## config.mk

```make
export PLATFORM = sky130hd
export DESIGN_NAME = compare_seq_nb
export DESIGN_NICKNAME = d
export VERILOG_FILES = /design/src/rtl/compare_seq_nb.sv
export SDC_FILE = /design/constraint.sdc
export NUM_CORES = 1
export LEC_CHECK = 0
export CAP_MARGIN = 20
export CORE_AREA = 3 3 87 89
export DETAILED_ROUTE_END_ITERATION = 12
export DIE_AREA = 0 0 90 92
export GPL_ROUTABILITY_DRIVEN = 0
export GPL_TIMING_DRIVEN = 0
export PLACE_DENSITY_LB_ADDON = 0.08
export SYNTH_ARGS = -nofsm -noshare
export SYNTH_HDL_FRONTEND = slang
export SYNTH_SLANG_ARGS = --single-unit
export TNS_END_PERCENT = 50
```

## constraint.sdc

```tcl
create_clock -name clk -period 3.77 [get_ports clk]
set_clock_uncertainty 0.15 [all_clocks]
set_input_delay 1.131 -clock clk [delete_from_list [all_inputs] [get_ports clk]]
set_output_delay 1.131 -clock clk [all_outputs]
set_load 0.02 [all_outputs]
```

## src/rtl/compare_seq_nb.sv

```systemverilog
// Multi-cycle magnitude comparator: walks the operands one CHUNK-bit slice per
// cycle from the most significant end and stops at the first differing slice.
module compare_seq_nb #(
   parameter int WIDTH = 32,
   parameter int CHUNK = 8
) (
   input  logic                                clk,
   input  logic                                rst,
   input  logic                                start,
   input  logic                                signed_mode,
   input  logic [WIDTH-1:0]                    A,
   input  logic [WIDTH-1:0]                    B,
   output logic                                busy,
   output logic                                done,
   output logic                                A_gt_B,
   output logic                                A_lt_B,
   output logic                                A_eq_B,
   output logic [$clog2(WIDTH/CHUNK):0]        chunks_used
);

   localparam int N  = WIDTH / CHUNK;
   localparam int IW = (N > 1) ? $clog2(N) : 1;
   localparam int CW = $clog2(N) + 1;
   localparam logic [CHUNK-1:0] MSB_MASK = CHUNK'(1) << (CHUNK - 1);

   typedef enum logic [0:0] {IDLE = 1'b0, CMP = 1'b1} state_t;

   state_t            r_state;
   logic [WIDTH-1:0]  r_a;
   logic [WIDTH-1:0]  r_b;
   logic              r_signed;
   logic [IW-1:0]     r_idx;
   logic              r_busy;
   logic              r_done;
   logic              r_gt;
   logic              r_lt;
   logic              r_eq;
   logic [CW-1:0]     r_chunks;

   logic [CHUNK-1:0]  w_sa;
   logic [CHUNK-1:0]  w_sb;
   logic [CHUNK-1:0]  w_flip;
   logic [CW-1:0]     w_chunks;

   // Slice mux; in signed mode the top slice has its sign bit inverted so an
   // unsigned compare of that slice orders negatives below positives.
   always_comb begin
      w_sa = '0;
      w_sb = '0;
      for (int i = 0; i < N; i++) begin
         if (r_idx == IW'(i)) begin
            w_sa = r_a[i*CHUNK +: CHUNK];
            w_sb = r_b[i*CHUNK +: CHUNK];
         end else begin
            w_sa = w_sa;
            w_sb = w_sb;
         end
      end
      if (r_signed && (r_idx == IW'(N - 1))) begin
         w_flip = MSB_MASK;
      end else begin
         w_flip = '0;
      end
      w_sa     = w_sa ^ w_flip;
      w_sb     = w_sb ^ w_flip;
      w_chunks = CW'(N) - CW'(r_idx);
   end

   // Control FSM and registered results.
   always_ff @(posedge clk) begin
      if (rst) begin
         r_state  <= IDLE;
         r_a      <= '0;
         r_b      <= '0;
         r_signed <= 1'b0;
         r_idx    <= '0;
         r_busy   <= 1'b0;
         r_done   <= 1'b0;
         r_gt     <= 1'b0;
         r_lt     <= 1'b0;
         r_eq     <= 1'b0;
         r_chunks <= '0;
      end else begin
         r_done <= 1'b0;
         case (r_state)
            IDLE: begin
               if (start) begin
                  r_a      <= A;
                  r_b      <= B;
                  r_signed <= signed_mode;
                  r_idx    <= IW'(N - 1);
                  r_busy   <= 1'b1;
                  r_state  <= CMP;
               end else begin
                  r_state  <= IDLE;
               end
            end
            CMP: begin
               if (w_sa != w_sb) begin
                  r_gt     <= (w_sa > w_sb);
                  r_lt     <= (w_sa < w_sb);
                  r_eq     <= 1'b0;
                  r_done   <= 1'b1;
                  r_busy   <= 1'b0;
                  r_chunks <= w_chunks;
                  r_state  <= IDLE;
               end else if (r_idx == IW'(0)) begin
                  r_gt     <= 1'b0;
                  r_lt     <= 1'b0;
                  r_eq     <= 1'b1;
                  r_done   <= 1'b1;
                  r_busy   <= 1'b0;
                  r_chunks <= CW'(N);
                  r_state  <= IDLE;
               end else begin
                  r_idx    <= r_idx - IW'(1);
               end
            end
            default: begin
               r_busy  <= 1'b0;
               r_state <= IDLE;
            end
         endcase
      end
   end

   assign busy        = r_busy;
   assign done        = r_done;
   assign A_gt_B      = r_gt;
   assign A_lt_B      = r_lt;
   assign A_eq_B      = r_eq;
   assign chunks_used = r_chunks;

endmodule

```

==> impl_results.md <==
* Status: completed
* Complex-gate fraction of the synthesized area at 0.202
* Largest family of logic cells by synthesized area: simple AND/OR/NAND/NOR gates
* CP Cell Sequence: ha_1 -> clkbuf_1 -> nand3b_1 -> a21oi_1 -> a21oi_1 -> o21ai_0 -> ha_1 -> nand4_1 -> or2_4 -> nor3b_4 -> nor3_2 -> a211oi_2
* Vias at 3296
* Hold crit path type: reg2reg
* Setup_tns at 0 ps
* Die ar. at 8280 um2
* Fmax at between 300 and 400 MHz
* Adder-Cell Fraction of Synth Area at 0.0444
* Mux cell area share after synthesis at 0
* WP data required at 3890 ps
* Max Slew Vio Count at 0
* GR Util All Layers at 0.227
* Global-route wire length before repair at 15.0 mm
* Lkg Pwr at roughly 1.6 nW
* Synth top area share at 0.450
* Layout cells sized above 1 at 0.0603
* Largest stage delay on the critical path at 430 ps
* CTS tree: built
* Mapped Area at ~3400 um2
* Maximum vdd drop at 0.235 mV
* Final net count at 622
* Critical Path Source Type: flop
* Routed WL per cell at 14.0 um
* Detailed-router iteration count before antenna repair at 5
* Pin count of the biggest net entering global routing at 14
* Final Hold Viols at 0
* HPWL Detailed at 6.89 mm
* H-tree levels at 3
* Hold_ws at around 310 ps
* DRC viols at 0
* CP arrival at 3360 ps
* Fin crit share at 0.858
* # setup viols final at 0
* Hold-fix buffers, CTS at 0
* Top cells by area, synth: dfxtp_1 (45%), nand2_1 (18%), a21oi_1 (16%), ha_1 (4.4%), nand3b_1 (3.3%)
* Area growth, synth to finish at 30.4%
* CTS buffer count at 9
* CTS Root Cell: clkbuf_8
* Die Span Y at around 90 um
* Max-cap violations at 0
* Ys Warns at 0
* Synth Area in Simple Gates at 0.254
* Final ANT Viol Nets at 0
* Post-synthesis instance total at 457
* Seq/Total Area, Yosys at 0.450
* Vias per Instance at 5.13
* Worst-path clk slew at around 80 ps
* Worst slew margin at 0.638
* Top cell type by total area after synthesis: dfxtp_1
* Die width at ~90 um
* Drt first-iter violations at around 190
* Setup CP Type: reg2reg
* Total setup buffers inserted after CTS at 0
* Xor/xnor share of the synthesized area at 0.00518
* Vias in the first global route at 3218
* Setup crit end kind: flop
* Initial antenna violation count at 0
* Num ports at 76
* Row count at 30
* Unrepaired setup endpoints after global routing: no
* Wirelength, routed at 8.99 mm
* Final min period at between 3000 and 4000 ps
* Clk Latency, worst-skew pair at 350 ps
* N_diodes at 0
* Grt total ovfl at 0
* Sink Count at 76
* Syn_nets at 537
* Slew at the pin with the worst max-slew slack at 543 ps
* Synthesized area per cell at ~7.4 um2
* IO Port Bufs at 74
* Largest fanout on the critical path at 10
* Cells resized by post-CTS repair at 0
* Pwr Density at 414 nW/um2
* # fillers at 667
* Clock buffer depth at 2
* Slowest cell on crit path: dfxtp_1
* FF+latch count, synth at 76
* Core Area at a little under 7000 um2
* Synth cell types at 30
* Initial Utilization at 0.495
cells by family (layout without fill, tap and decap cells):
kind of cell,after synthesis,after routing
and+or+nand+nor,201,201
DFF,76,76
adders and majority gates,12,12
xor gates and xnor gates,2,2
buffers and inverters,37,127
AOI/OAI and AO/OA,129,129
cell usage in the layout, fill, tap and decap left out, drive strengths merged, types with 5 or more instances in the layout:
cell,Yosys,layout
dfxtp,76,76
ha,12,12
clkdlybuf4s50,0,74
nor2,15,15
o21ai,10,10
nand2,158,158
clkinv,0,5
buf,12,12
a21oi,110,110
clkbuf,22,31
nand3b,15,15
worst max-delay path, delay by kind of cell (launching register included):
| kind | cells | cell delay [ps] |
|---|---|---|
| buf+inv | 1 | 370 |
| fa+ha+maj | 2 | 630 |
| compound gates | 4 | 670 |
| simple gates | 5 | 920 |
| flops | 1 | 430 |
state kept, by name, indices dropped and copies added, names as in the netlist:
| register | cells |
|---|---|
| r_idx | 2 |
| A_eq_B | 1 |
| A_lt_B | 1 |
| done | 1 |
| r_b | 32 |
| busy | 1 |
| chunks_used | 3 |
| r_signed | 1 |
| A_gt_B | 1 |
| r_state | 1 |
| r_a | 32 |
final cells by class:
class	instances	area, um2	share of cell area
Tap cell	96	120	0.0272
Clock buffer	9	124	0.0281
Timing Repair Buffer	74	741	0.168
Inverter	3	11.3	0.00255
Buffer	34	141	0.0320
Multi-Input combinational cell	344	1710	0.387
Clock inverter	7	43.8	0.00993
Sequential cell	76	1520	0.345
where the power goes:
group / total (W) / internal (W) / switching, W
Combinational: 0.000395 / 0.000180 / 0.000215
Sequential: 0.000890 / 0.000857 / 0.0000327
Clock: 0.000542 / 0.000235 / 0.000308
Total: 0.00183 / 0.00127 / 0.000555
Yosys cell counts, drive strengths merged:
master  number
a211oi       2
a21boi       1
a21o         1
a21oi      110
a22oi        3
and2         1
buf         12
clkbuf      22
dfxtp       76
ha          12
inv          3
nand2      158
nand2b       1
nand3        1
nand3b      15
nand4        2
nor2        15
nor2b        2
nor3         3
nor3b        1
o211ai       1
o21ai       10
o31ai        1
or2          1
or4          1
xnor2        2
final timing paths:
| check | start | end | slack, ps | cells after the start |
|---|---|---|---|---|
| setup / recovery | r_idx[0]$_SDFFE_PP0P_ | r_idx[1]$_SDFFE_PP0P_ | 540 | 12 |
| hold / removal | r_a[22]$_SDFFE_PP0P_ | r_a[22]$_SDFFE_PP0P_ | 310 | 2 |
| setup reg to reg | r_idx[0]$_SDFFE_PP0P_ | r_idx[1]$_SDFFE_PP0P_ | 540 | 12 |
| hold reg to reg | r_a[22]$_SDFFE_PP0P_ | r_a[22]$_SDFFE_PP0P_ | 310 | 2 |
metal layers:
layer | wire length, um | vias to the layer above | share of wire | track usage
li1 | - | 1698 | - | -
met1 | 4000 | 1464 | 0.44 | 0.286
met2 | 4150 | 113 | 0.46 | 0.376
met3 | 627 | 21 | 0.070 | 0.0705
met4 | 210 | 0 | 0.023 | 0.0676
met5 | 0 | - | 0 | 0
per-stage QoR:
stage	worst slack, ps	total power [W]	cell area (um2)	utilization	cells
after floorplan	1120	0.00114	3380	-	457
after global placement	640	0.00129	4240	0.621	627
after detailed placement	581	0.00130	4240	0.621	627
after CTS	557	0.00184	4410	0.646	643
after global routing	259	0.00192	4410	0.646	643
final	537	0.00183	4410	0.646	643
No activity file was read; power rests on OpenSTA's default activity.
